<file path="config.mk">
export PLATFORM = sky130hd
export DESIGN_NAME = ps2_scan_decoder
export DESIGN_NICKNAME = d
export VERILOG_FILES = /design/src/rtl/ps2_scan_decoder.sv
export SDC_FILE = /design/constraint.sdc
export NUM_CORES = 1
export LEC_CHECK = 0
export CAP_MARGIN = 10
export CELL_PAD_IN_SITES_DETAIL_PLACEMENT = 1
export CELL_PAD_IN_SITES_GLOBAL_PLACEMENT = 1
export CORE_MARGIN = 2
export CORE_UTILIZATION = 46
export DETAILED_ROUTE_END_ITERATION = 6
export HOLD_SLACK_MARGIN = 0.02
export PLACE_DENSITY_LB_ADDON = 0.1
export SKIP_CTS_REPAIR_TIMING = 1
export SYNTH_ARGS = -nofsm -noshare
export SYNTH_HDL_FRONTEND = slang
export SYNTH_SLANG_ARGS = --single-unit
export TNS_END_PERCENT = 5
</file>
<file path="constraint.sdc">
create_clock -name clk -period 2.4 [get_ports clk]
set_input_delay 0.24 -clock clk [delete_from_list [all_inputs] [get_ports clk]]
set_output_delay 0.24 -clock clk [all_outputs]
set_load 0.02 [all_outputs]
</file>
<file path="src/rtl/ps2_scan_decoder.sv">
// PS/2 keyboard front end: synchronises the raw pins, captures and checks
// 11-bit frames, buffers good bytes in a small FIFO and folds E0/F0 prefixes
// into single decoded key events for the downstream lookup stage.
//
// Handshake: key_valid/key_ready follow strict valid/ready rules. An event
// transfers on any cycle where key_valid && key_ready. Once key_valid is
// raised, key_code/key_break/key_ext stay stable until that transfer, and
// key_valid never drops without a transfer.
`timescale 1ns/1ps
module ps2_scan_decoder #(
  parameter int FIFO_DEPTH     = 8,
  parameter int TIMEOUT_CYCLES = 50000
) (
  input  logic       clk,
  input  logic       clrn,
  input  logic       ps2_clk,
  input  logic       ps2_data,
  output logic       key_valid,
  input  logic       key_ready,
  output logic [7:0] key_code,
  output logic       key_break,
  output logic       key_ext,
  output logic [7:0] make_count,
  output logic       frame_err,
  output logic       overflow,
  output logic [1:0] dbg_state
);

  localparam int AW = $clog2(FIFO_DEPTH);
  localparam int CW = AW + 1;
  localparam int TW = $clog2(TIMEOUT_CYCLES + 1);

  typedef enum logic [1:0] {
    S_IDLE    = 2'd0,
    S_EXT     = 2'd1,
    S_BRK     = 2'd2,
    S_EXT_BRK = 2'd3
  } dec_state_t;

  // ---------------------------------------------------------------------
  // Pin synchronisers; flops reset to 1 to match an idle (high) bus.
  // ---------------------------------------------------------------------
  logic ck_s1, ck_s2, ck_hist;
  logic dt_s1, dt_s2;
  logic ps2_fall;

  // Two-flop synchronisers plus one clock-history flop for edge detection.
  always_ff @(posedge clk or negedge clrn) begin
    if (!clrn) begin
      ck_s1   <= 1'b1;
      ck_s2   <= 1'b1;
      ck_hist <= 1'b1;
      dt_s1   <= 1'b1;
      dt_s2   <= 1'b1;
    end else begin
      ck_s1   <= ps2_clk;
      ck_s2   <= ck_s1;
      ck_hist <= ck_s2;
      dt_s1   <= ps2_data;
      dt_s2   <= dt_s1;
    end
  end

  assign ps2_fall = ck_hist & ~ck_s2;

  // ---------------------------------------------------------------------
  // Frame capture. Bits shift in from the top, so after ten edges
  // frame[0] is the start bit and frame[9] is parity; the stop bit is
  // taken straight from the synchroniser on the eleventh edge.
  // ---------------------------------------------------------------------
  logic [9:0]    frame;
  logic [3:0]    bit_cnt;
  logic [TW-1:0] to_cnt;
  logic [10:0]   frame_full;
  logic          frame_good;
  logic          push_req;
  logic [7:0]    push_byte;

  // Start low, stop high, odd parity over data plus parity bit.
  always_comb begin
    frame_full = {dt_s2, frame};
    frame_good = ~frame_full[0] & frame_full[10] & (^frame_full[9:1]);
  end

  // Bit counter, shift register, idle timeout and frame check.
  always_ff @(posedge clk or negedge clrn) begin
    if (!clrn) begin
      frame     <= '0;
      bit_cnt   <= '0;
      to_cnt    <= '0;
      frame_err <= 1'b0;
      push_req  <= 1'b0;
      push_byte <= '0;
    end else begin
      frame_err <= 1'b0;
      push_req  <= 1'b0;
      if (ps2_fall) begin
        to_cnt <= '0;
        if (bit_cnt == 4'd10) begin
          bit_cnt <= '0;
          if (frame_good) begin
            push_req  <= 1'b1;
            push_byte <= frame_full[8:1];
          end else begin
            frame_err <= 1'b1;
          end
        end else begin
          frame   <= {dt_s2, frame[9:1]};
          bit_cnt <= bit_cnt + 4'd1;
        end
      end else if (bit_cnt != 4'd0) begin
        // A stalled partial frame is silently abandoned.
        if (to_cnt >= TW'(TIMEOUT_CYCLES - 1)) begin
          to_cnt  <= '0;
          bit_cnt <= '0;
        end else begin
          to_cnt <= to_cnt + 1'b1;
        end
      end
    end
  end

  // ---------------------------------------------------------------------
  // Raw-byte FIFO. A pop in the same cycle frees a slot, so a push into a
  // full FIFO is still accepted when the decoder pops alongside it.
  // ---------------------------------------------------------------------
  logic [7:0]    mem [FIFO_DEPTH];
  logic [AW-1:0] wr_ptr, rd_ptr;
  logic [CW-1:0] count;
  logic          fifo_empty, fifo_full;
  logic          pop, push_ok;
  logic [7:0]    pop_byte;

  assign fifo_empty = (count == '0);
  assign fifo_full  = (count == CW'(FIFO_DEPTH));
  assign pop        = ~fifo_empty & (~key_valid | key_ready);
  assign push_ok    = push_req & (~fifo_full | pop);
  assign pop_byte   = mem[rd_ptr];

  // Storage array; contents need no reset since count gates every read.
  always_ff @(posedge clk) begin
    if (push_ok) mem[wr_ptr] <= push_byte;
  end

  // Pointers, occupancy and the sticky overflow flag.
  always_ff @(posedge clk or negedge clrn) begin
    if (!clrn) begin
      wr_ptr   <= '0;
      rd_ptr   <= '0;
      count    <= '0;
      overflow <= 1'b0;
    end else begin
      if (push_ok) wr_ptr <= wr_ptr + 1'b1;
      if (pop)     rd_ptr <= rd_ptr + 1'b1;
      case ({push_ok, pop})
        2'b10:   count <= count + 1'b1;
        2'b01:   count <= count - 1'b1;
        default: count <= count;
      endcase
      if (push_req && !push_ok) overflow <= 1'b1;
    end
  end

  // ---------------------------------------------------------------------
  // Prefix decoder
  // ---------------------------------------------------------------------
  dec_state_t state, state_nxt;
  logic       emit, emit_brk, emit_ext;
  logic       is_e0, is_f0;

  assign is_e0     = (pop_byte == 8'hE0);
  assign is_f0     = (pop_byte == 8'hF0);
  assign dbg_state = state;

  // Decoder state register.
  always_ff @(posedge clk or negedge clrn) begin
    if (!clrn) state <= S_IDLE;
    else       state <= state_nxt;
  end

  // Next state and event emission for the byte popped this cycle.
  always_comb begin
    state_nxt = state;
    emit      = 1'b0;
    emit_brk  = 1'b0;
    emit_ext  = 1'b0;
    if (pop) begin
      case (state)
        S_IDLE: begin
          if (is_e0)      state_nxt = S_EXT;
          else if (is_f0) state_nxt = S_BRK;
          else            emit      = 1'b1;
        end
        S_EXT: begin
          if (is_f0)      state_nxt = S_EXT_BRK;
          else if (is_e0) state_nxt = S_EXT;
          else begin
            emit      = 1'b1;
            emit_ext  = 1'b1;
            state_nxt = S_IDLE;
          end
        end
        S_BRK: begin
          if (is_f0)      state_nxt = S_BRK;
          else if (is_e0) state_nxt = S_EXT_BRK;
          else begin
            emit      = 1'b1;
            emit_brk  = 1'b1;
            state_nxt = S_IDLE;
          end
        end
        default: begin
          if (is_e0 || is_f0) state_nxt = S_EXT_BRK;
          else begin
            emit      = 1'b1;
            emit_brk  = 1'b1;
            emit_ext  = 1'b1;
            state_nxt = S_IDLE;
          end
        end
      endcase
    end
  end

  // Output event register: load on emit, clear valid after a transfer.
  always_ff @(posedge clk or negedge clrn) begin
    if (!clrn) begin
      key_valid <= 1'b0;
      key_code  <= '0;
      key_break <= 1'b0;
      key_ext   <= 1'b0;
    end else if (emit) begin
      key_valid <= 1'b1;
      key_code  <= pop_byte;
      key_break <= emit_brk;
      key_ext   <= emit_ext;
    end else if (key_ready) begin
      key_valid <= 1'b0;
    end
  end

  // Count make events as they are handed off.
  always_ff @(posedge clk or negedge clrn) begin
    if (!clrn)                                 make_count <= '0;
    else if (key_valid && key_ready && !key_break) make_count <= make_count + 8'd1;
  end

endmodule

</file>
# Word-level counts from Yosys, hierarchy flattened
# Memory sizes are Yosys's and may differ from the RTL's.
# Cells that the tools add are included.
# word_totals
memories,1
inputBits,5
ramBits,64
elab_cells,110
output_inout_bits,23
regBits,77
# op_classes
eq_ne,9
muxes,37
n_reduce_logical,21
magnitude_cmp,1
addsub,7
bitwise_logic,13
# memory_table
name,words,word_bits,rd,rd_ports_with_merged_regs,wr,line_no,source
mem,8,8,1,0,1,127,logic [7:0] mem [FIFO_DEPTH];
# op_table
cell,count
2-to-1 mux 16 bit,3
2-to-1 mux 1 bit,19
"adder 16 x 1 -> 16 bit, second input constant",1
"== test 8 bit, second input constant",2
">= comparator 16 bit, second input constant",1
2-to-1 mux 4 bit,4
2-to-1 mux 2 bit,6
parity 9 bit,1
"adder 4 x 1 -> 4 bit, second input constant",2
"adder 8 x 1 -> 8 bit, second input constant",1
"== test 4 bit, second input constant",2
one-hot mux 4 bit (2 select lines),1
nonzero test 2 bit,4
"adder 3 x 1 -> 3 bit, second input constant",2
NOT 1 bit,6
one-hot mux 1 bit (2 select lines),3
one-hot mux 2 bit (3 select lines),1
AND reduction 2 bit,3
OR reduction 2 bit,3
AND 1 bit,5
"== test 2 x 1 -> 1 bit, second input constant",2
"== test 2 bit, second input constant",2
logical NOT 4 bit,1
nonzero test 4 bit,1
other kinds (8),12

# Logic depth before layout (Yosys ltp)
# Gate-level depths: netlist of run 1.
# logic_depth
depth_word,7
ltp_mapped,10
ltp_nobuf,10

# Worst setup path before layout of run 1
# No wires, ideal clock.
# synth_timing
path_kind,reg-to-reg
from,register rd_ptr[1]
to,register key_break
synth_period_minus_slack_ns,2.355
path_slack_ns,0.045
setup_ns,0.125
required_time_ns,2.275
arrival_ns,2.230
stages_incl_launch_ff,8
path_buffers,2
cell_sequence,dfrtp_1 -> buf_4 -> mux4_2 -> mux2_2 -> nor3b_2 -> a31o_1 -> buf_6 -> mux2_4
# synth_between
elab_chain_cells,6
word_cells_on_any_way,13
cone_classes,eq/ne: 2; mux: 9; reduce/logical: 1; memory: 1
# synth_lines
element,line_no,source
start: declaration,128,"logic [AW-1:0] wr_ptr, rd_ptr;"
start signal: assignment,154,if (pop) rd_ptr <= rd_ptr + 1'b1;
memory read (8 x 8 bit) (*),--,
== test 8 bit (on tied branches),"171, 172",
"2-to-1 mux 1 bit, or another cell as far along","196, 205",
2-to-1 mux 1 bit (on tied branches),"204, 190, 213",
one-hot mux 1 bit (2 select lines),188,case (state)
2-to-1 mux 1 bit,187,if (pop) begin
end signal: assignment,235,key_break <= emit_brk;
end: declaration,21,"output logic key_break,"
# Every way passes the cells marked *; elsewhere a longest branch is shown, timed or not.
# A chain may end at the register's enable or synchronous reset.

# Worst setup path after layout of run 1
# Ends and elaborated chain as after synthesis.

==> results.toml, run 1 <==
[timing]
tightest_slew_ns = 0.730
setup_violations = 0
hold_ws_ns = 0.229
report.final.slew_viol_count = 0
fin_crit_sh = 0.982
tns_ns = 0
max_slew_margin = 0.513
skew_ns = 0.0103
finalCriticalPeriod_ns = 2.36
fmax_ghz = 0.424
finalHoldViolCount = 0

[die]
dieArea_um2 = 13800
initial_core_util = 0.470
die_w_um = 117
core_area_um2 = 12600
io_pins = 28
die_y_um = 117
num_rows = 41

[status]
outcome = "finished, final reports clean"

[setup_path]
ff2ff_path_depth = 7
critPathKind = "reg -> reg"
crit_path_start = "rd_ptr[1]$_DFFE_PN0P_"
worst_setup_path_start_kind = "flop"
setup.worst_path.end = "key_break$_DFFE_PN0P_"
r2r-end = "key_break$_DFFE_PN0P_"
slowest_stage = "mux4_2"
ff2ff_setup_slack_ns = 0.04
worstPathArrival_ns = 2.65
critPathCaptureType = "flop"
cp.required_ns = 2.69
worstPathCellList = "buf_12 -> mux4_2 -> mux2_4 -> nor3b_2 -> a31o_1 -> buf_12 -> mux2_4"
reg2reg_from = "rd_ptr[1]$_DFFE_PN0P_"
cp_max_fo = 11
max_stage_delay_ns = 0.50

[logic_synthesis]
syn_nets = 410
yosysWarnings = 0
ys.flop_type = "dfrtp_1"
yosys.cell_types.count = 49
synth_top_area_cell = "edfxtp_1"
synthMostInstantiatedCell = "dfrtp_1"
ys_top_cells_by_count = "72 x dfrtp_1, 64 x edfxtp_1, 27 x mux2_2, 27 x nor2_1, 25 x xnor2_1"
syn-instance-count = 395
ys_seq_elements = 141
synth.area.top_cells = "edfxtp_1 33%, dfrtp_1 30%, mux2_2 5.1%"
yosys.area.top_type_share = 0.325
avgSynthCellArea_um2 = 15.0
synth-edff-count = 64
asyncSetResetFlopFracSynth = 0.546
synth_seq_area_share = 0.652
synth_area_um2 = 5910

[final_layout]
drive_above_1_share = 0.239
final_nets = 474
antenna_cells = 0
syn2layout_area_growth_pct = 21.2
fin_util = 0.570
seqCellArea_um2 = 3850
multi_input_area_um2 = 1940
fillers = 1216

[clock_tree]
clk_latency_ns = 0.42
htreeDepth = 4
cts_buffers = 17
path_clk_slew_ns = 0.06
cts_root_buf = "clkbuf_16"
cts_tree = "yes"
clockBufferDepth = 2
clock_sinks = 141

[pwr]
p_per_area_nw_per_um2 = 1170
leakagePower_nw = 2.89
peakVddDrop_mv = 0.609

[placed_design]
hpwl_um = 7860
gp_congestion = 0.723
io_buffers = 27

[drt]
vias = 3399
via_per_inst = 5.28
drtIter0Drc = 188
routed_wl_um = 11700
wire_per_inst_um = 18.1
dr.pass1.iters = 5
ant_nets = 0
drc = 0

[global_routing]
antenna_found_initial = 0
grtUsageTotal = 0.186
grt_max_degree = 42
grt_pass1_wl_um = 19500
grt_overflow = 0
grt_pass1_vias = 3727

[worst_hold_path]
whs_path_depth = 1
hold_path_class = "in -> reg"

[flow_run]
cap_violations = 0
## routing by layer
metal	vias to the layer above	GRT usage	wire, um
met5	-	0	0
met4	0	0.0633	77
met3	6	0.0535	467
met2	66	0.311	5940
met1	1757	0.233	5190
li1	1570	-	-
## kinds of logic after synthesis
group | Yosys count | share of synthesized area
AOI/OAI and AO/OA | 35 | 0.0404
xor gates and xnor gates | 33 | 0.0512
adders and majority gates | 10 | 0.0224
buffers and inverters | 26 | 0.0199
DFF | 141 | 0.652
muxes | 52 | 0.134
and+or+nand+nor | 98 | 0.0804
## registers in the layout, summed over array words and instances (netlist names), 4 cells and up
| name | count |
|---|---|
| push_byte | 8 |
| mem | 64 |
| to_cnt | 16 |
| count | 4 |
| key_code | 8 |
| bit_cnt | 4 |
| make_count | 8 |
| frame | 10 |
## area by class of cell
| cell class | count | share of cell area |
|---|---|---|
| timing repair buffer | 55 | 0.0768 |
| clock inverter | 12 | 0.0134 |
| tap | 172 | 0.0300 |
| inverter | 16 | 0.00838 |
| multi-input combinational | 228 | 0.271 |
| clock buffer | 20 | 0.0623 |
| sequential | 141 | 0.538 |
## how the worst min path moves through the flow
stage                     startpoint                 endpoint
after floorplan                 clrn   bit_cnt[0]$_DFFE_PN0P_
after global placement          clrn  key_code[6]$_DFFE_PN0P_
after detailed placement        clrn  key_code[3]$_DFFE_PN0P_
after CTS                       clrn    rd_ptr[0]$_DFFE_PN0P_
after global routing         ps2_clk          ck_s1$_DFF_PN1_
final                       ps2_data          dt_s1$_DFF_PN1_
## per-stage QoR
stage	total power (W)	area (um2)	setup slack, ns	instances
floorplan	0.00504	5910	0.0448	395
global placement	0.00592	6600	0.0608	611
detailed placement	0.00602	6600	0.00156	611
CTS	0.00846	7150	-0.0353	643
global route	0.00888	7170	-0.0235	644
finish	0.00840	7170	0.0425	644
## power by group
group          internal, W  leakage (nW)  total [W]  switching [W]
registers          0.00291          1.58    0.00330       0.000388
clock network      0.00144         0.257    0.00240       0.000959
logic              0.00150          1.06    0.00270        0.00120
## layout by cell type (no fill, tap or decap), types with 2 or more instances in the layout
cell type,count
nor2_1,27
o21a_1,2
nand3_1,7
xor2_1,7
a21o_1,3
clkinv_1,2
dfrtp_1,72
mux2i_1,5
nor2b_1,3
o31a_1,2
nand4_1,6
buf_6,2
dfstp_2,5
clkinvlp_4,4
buf_12,5
ha_1,9
xnor2_1,25
nor3_1,11
a21oi_1,9
and3_1,3
edfxtp_1,64
mux2_2,25
a22o_1,3
clkdlybuf4s50_1,26
clkbuf_16,17
nand2_1,24
mux2_4,6
nor2b_2,2
mux4_2,15
clkbuf_1,2
nor4_1,3
buf_4,21
o21ai_0,5
clkinv_2,4
nand2b_1,7
inv_1,16
## worst max-delay path: cells and delay by family (launching register included)
kind / cells / cell delay (ns)
muxes: 3 / 1.10
buffers and inverters: 2 / 0.31
DFF: 1 / 0.41
and+or+nand+nor: 1 / 0.20
AOI/OAI and AO/OA: 1 / 0.21
Note: power is estimated with default switching activity, not from simulation.
==> inputs of run 2 (changes only) <==
Settings changed: GPL_TIMING_DRIVEN from default to 0.
==> run 2 against run 1 <==
Against the previous run: the flow now finishes with violations (negative setup slack); worst hold slack got worse by 0.0099 ns; final cell count increased by 0.62%; first-iteration DRC count decreased by 15%; total power increased by 4.1%; design area increased by 1.2%; combinational power increased by 7.8%; worst setup slack got worse by 0.11 ns; critical path depth decreased by 1; critical endpoint is now mem[5][1]$_DFFE_PP_.
==> results.toml, run 2 (synthesis gave the netlist of run 1 again) <==
[status]
outcome = "finished with violations"
violations = "negative setup slack"

[die]
die_y_um = 117
initial_core_util = 0.470
core_area_um2 = 12600
die_w_um = 117
dieArea_um2 = 13800
num_rows = 41
io_pins = 28

[global_routing]
grt_pass1_vias = 3556
grt_max_degree = 42
grtUsageTotal = 0.183
antenna_found_initial = 0
grt_overflow = 0
grt_pass1_wl_um = 19000

[setup_path]
cp.required_ns = 2.44
worstPathArrival_ns = 2.51
critPathCaptureType = "flop"
cp_max_fo = 9
worst_setup_path_start_kind = "flop"
critPathKind = "reg -> reg"

[final_layout]
antenna_cells = 0
reg.largest.list = "mem x64, to_cnt x16, frame x10"
layout_common_cells = "69 x dfrtp_1, 64 x edfxtp_1, 26 x mux2_2, 26 x clkdlybuf4s50_1"
final_area_um2 = 7250
final_common_cell = "dfrtp_1"
top_register = "mem"
drive_above_1_share = 0.263
largest_register_ff_count = 64
final_nets = 478
syn2layout_area_growth_pct = 22.6

[placed_design]
hpwl_um = 7560
place_area_um2 = 6450
io_buffers = 27
gp_congestion = 0.711

[timing]
report.final.slew_viol_count = 0
grt_setup_unrepaired = "true"
setup_violations = 21
fin_ws_ns = -0.0630
tightest_slew_ns = 0.921
max_slew_margin = 0.384
finalHoldViolCount = 0
hold_ws_ns = 0.219
fin_crit_sh = 1.03
fmax_ghz = 0.406
finalCriticalPeriod_ns = 2.46
skew_ns = 0.0121

[flow_run]
cap_violations = 0

[clock_tree]
cts_tree = "yes"
cts_buffers = 17
clock_sinks = 141
clockBufferDepth = 2
cts_root_buf = "clkbuf_16"
path_clk_slew_ns = 0.06
htreeDepth = 4
clk_latency_ns = 0.43

[drt]
vias = 3416
dr.pass1.iters = 4
wire_per_inst_um = 18.9
drtIter0Drc = 159
ant_nets = 0
drc = 0
via_per_inst = 5.27
routed_wl_um = 12200

[pwr]
p_per_area_nw_per_um2 = 1210
leakagePower_nw = 2.90
peakVddDrop_mv = 0.573

[worst_hold_path]
hold_path_class = "in -> reg"
run 2: changes by cell type in the layout (fill, tap and decap cells not counted), sizes merged:
cell	before	now
buf	28	27
clkinvlp	4	6
clkinv	6	4
clkbuf	20	25
run 2: path summary, 6_finish.rpt:
path | from | to | slack, ns | cells after the start
worst min register to register | ck_s1$_DFF_PN1_ | ck_s2$_DFF_PN1_ | 0.36 | 0
max in group asynchronous | clrn | ck_hist$_DFF_PN1_ | 1.39 | 3
worst min-delay path | ps2_data | dt_s1$_DFF_PN1_ | 0.22 | 1
worst max-delay path | key_valid$_DFFE_PN0P_ | mem[5][1]$_DFFE_PP_ | -0.06 | 6
worst max register to register | key_valid$_DFFE_PN0P_ | mem[5][1]$_DFFE_PP_ | -0.06 | 6
min in group asynchronous | clrn | key_code[6]$_DFFE_PN0P_ | 0.33 | 2
run 2: power breakdown:
| group | internal [W] | leakage (nW) | switching [W] |
|---|---|---|---|
| Clock | 0.00148 | 0.261 | 0.00102 |
| Sequential | 0.00292 | 1.57 | 0.000407 |
| Combinational | 0.00161 | 1.06 | 0.00130 |
run 2: critical path, stage by stage (launching register included):
cell	delay, ns
dfrtp_1	0.39
nor2b_1	0.19
a31o_2	0.24
clkbuf_1	0.22
inv_1	0.16
nand2_1	0.14
nor2_1	0.75
run 2: cell type report:
type,instances,area (um2)
plain buffers,9,78.8
multi-input cells,228,2000
clock inverters,12,115
flip-flops and latches,141,3860
clock buffers,20,457
repair buffers,50,469
inverters,16,60.1
well taps,172,215
fillers,1212,5320
run 2: stage by stage:
step	std cells	utilization	total power [W]	TNS (ns)	worst slack, ns
after floorplan	395	-	0.00504	0	0.0448
after global placement	594	0.509	0.00574	-164.24	-1.77
after detailed placement	597	0.513	0.00585	-14.90	-0.373
after CTS	629	0.559	0.00839	-5.85	-0.408
after global routing	648	0.577	0.00921	-3.48	-0.172
final	648	0.577	0.00874	-0.811	-0.0630
run 2: metal layers:
| metal | wire (um) | vias to the layer above | track usage |
|---|---|---|---|
| met2 | 6060 | 59 | 0.295 |
| met5 | 0 | - | 0 |
| met4 | 329 | 0 | 0.0700 |
| met1 | 5410 | 1756 | 0.234 |
| met3 | 429 | 21 | 0.0525 |
| li1 | - | 1580 | - |
==> inputs of run 3 (changes only) <==
Settings changed: CORE_UTILIZATION 46 to 51, MAX_ROUTING_LAYER from default to met4.
Clock period 2.4 ns to 2.5 ns, I/O delays scaled along.
==> run 3 against run 2 <==
Against the previous run: the flow now finishes without violations; worst setup slack improved by 0.14 ns; global-route usage rose by 3.5 points; sequential share of layout area rose by 1.2 points; sequential cell count did not move; register-to-register slack improved by 0.14 ns; routed wire length fell by 0.35%; via count fell by 0.91%; combinational power fell by 15%; clock power rose by 2%; final cell count fell by 6.9%; highest routed layer unchanged.
==> results.toml, run 3 (synthesis gave the netlist of run 1 again) <==
[die]
dieArea_um2 = 12500
initial_core_util = 0.520
core_area_um2 = 11400
num_rows = 39
die_y_um = 112
io_pins = 28
die_w_um = 112

[final_layout]
largest_register_ff_count = 64
drive_above_1_share = 0.222
top_register = "mem"
syn2layout_area_growth_pct = 20.0
antenna_cells = 0
fin_util = 0.624
final_common_cell = "dfrtp_1"
reg.largest.list = "mem x64, to_cnt x16, frame x10"
final_nets = 462
layout_common_cells = "69 x dfrtp_1, 64 x edfxtp_1, 27 x mux2_2"

[setup_path]
critPathKind = "reg -> reg"
critPathCaptureType = "flop"
ff2ff_setup_slack_ns = 0.08
cp.required_ns = 2.80
worst_setup_path_start_kind = "flop"
cp_max_fo = 10
ff2ff_path_depth = 7
r2r-end = "key_break$_DFFE_PN0P_"
reg2reg_from = "rd_ptr[0]$_DFFE_PN0P_"
worstPathArrival_ns = 2.72

[drt]
ant_nets = 0
vias = 3385
routed_wl_um = 12200
wire_per_inst_um = 20.2
drtIter0Drc = 186
dr.pass1.iters = 4
via_per_inst = 5.61
drc = 0

[global_routing]
grt_pass1_wl_um = 19700
grt_pass1_vias = 3718
grtUsageTotal = 0.217
grt_overflow = 0
grt_max_degree = 71
antenna_found_initial = 0

[timing]
setup_violations = 0
finalHoldViolCount = 0
fmax_ghz = 0.413
tightest_slew_ns = 0.926
tns_ns = 0
skew_ns = 0.00861
finalCriticalPeriod_ns = 2.42
fin_crit_sh = 0.968
grt_setup_unrepaired = "true"
max_slew_margin = 0.379
report.final.slew_viol_count = 0

[pwr]
switchingPower_w = 0.00252
combPwrFrac = 0.298
p_int_w = 0.00573
peakVddDrop_mv = 1.22
p_clk_frac = 0.311
switching_share = 0.305
leakagePower_nw = 2.85
p_per_area_nw_per_um2 = 1160
seqPwrFrac = 0.391

[clock_tree]
cts_root_buf = "clkbuf_16"
clk_latency_ns = 0.42
clockBufferDepth = 2
clock_sinks = 141
htreeDepth = 4
cts_tree = "yes"
path_clk_slew_ns = 0.06
cts_buffers = 17

[worst_hold_path]
hold_path_class = "in -> async"

[status]
outcome = "finished, final reports clean"

[placed_design]
hpwl_um = 7840
io_buffers = 27
gp_congestion = 0.704

[flow_run]
cap_violations = 0
## run 3: cell count changes in the layout (fill, tap and decap cells not counted), moves of 3 or more
cell | previous run | this run
buf_4 | 20 | 5
clkinvlp_4 | 6 | 0
buf_12 | 4 | 1
clkinv_2 | 1 | 4
## run 3: power by group through the flow
stage / logic, W / registers, W / clock network [W]
after floorplan: 0.00154 / 0.00330 / 0
after global placement: 0.00231 / 0.00319 / 0
after detailed placement: 0.00240 / 0.00322 / 0
after CTS: 0.00244 / 0.00319 / 0.00260
after global routing: 0.00266 / 0.00328 / 0.00269
final: 0.00246 / 0.00322 / 0.00257
## run 3: per-layer routing
layer,part of all wire,track usage,vias to the layer above
met3,0.035,0.0615,23
li1,-,-,1554
met1,0.43,0.259,1738
met4,0.019,0.0708,0
met5,0,-,-
met2,0.51,0.360,70
## run 3: worst max-delay path by stage
| stage | startpoint | to | cells past startpoint | slack [ns] |
|---|---|---|---|---|
| 6_report | rd_ptr[0]$_DFFE_PN0P_ | key_break$_DFFE_PN0P_ | 7 | 0.08 |
| 2_1_floorplan | rd_ptr[1]$_DFFE_PN0P_ | key_break$_DFFE_PN0P_ | 7 | 0.14 |
| 5_1_grt | to_cnt[0]$_DFFE_PN0P_ | to_cnt[5]$_DFFE_PN0P_ | 7 | -0.1 |
| 4_1_cts | rd_ptr[2]$_DFFE_PN0P_ | key_break$_DFFE_PN0P_ | 8 | -0.22 |
| 3_5_place_dp | key_ready | mem[4][7]$_DFFE_PP_ | 8 | -0.35 |
| 3_3_place_gp | clrn | frame[8]$_DFFE_PN0P_ | 1 | -1.55 |
## run 3: final cells by class
class                   instances  area (um2)
plain buffers                   9        68.8
clock inverters                11         140
clock buffers                  21         460
inverters                      16        60.1
multi-input cells             228        1990
repair buffers                 34         340
well taps                     143         179
fillers                      1052        4280
flip-flops and latches        141        3860
## run 3: per-stage QoR
step	cell area, um2	setup WS [ns]	std cells	hold WS, ns	total power, W
2_1_floorplan	5910	0.145	395	-0.0456	0.00484
3_3_place_gp	6360	-1.55	565	0.348	0.00550
3_5_place_dp	6420	-0.353	569	0.0987	0.00562
4_1_cts	7020	-0.224	601	-0.348	0.00823
5_1_grt	7090	-0.0979	603	0.213	0.00863
6_report	7090	0.0794	603	0.206	0.00824
## run 3: critical path, cell delays in order, from the launching register on
cell,delay (ns)
dfrtp_2,0.44
buf_12,0.17
mux4_1,0.55
mux2_2,0.32
nor3b_2,0.17
a31o_1,0.20
buf_6,0.16
mux2_4,0.29
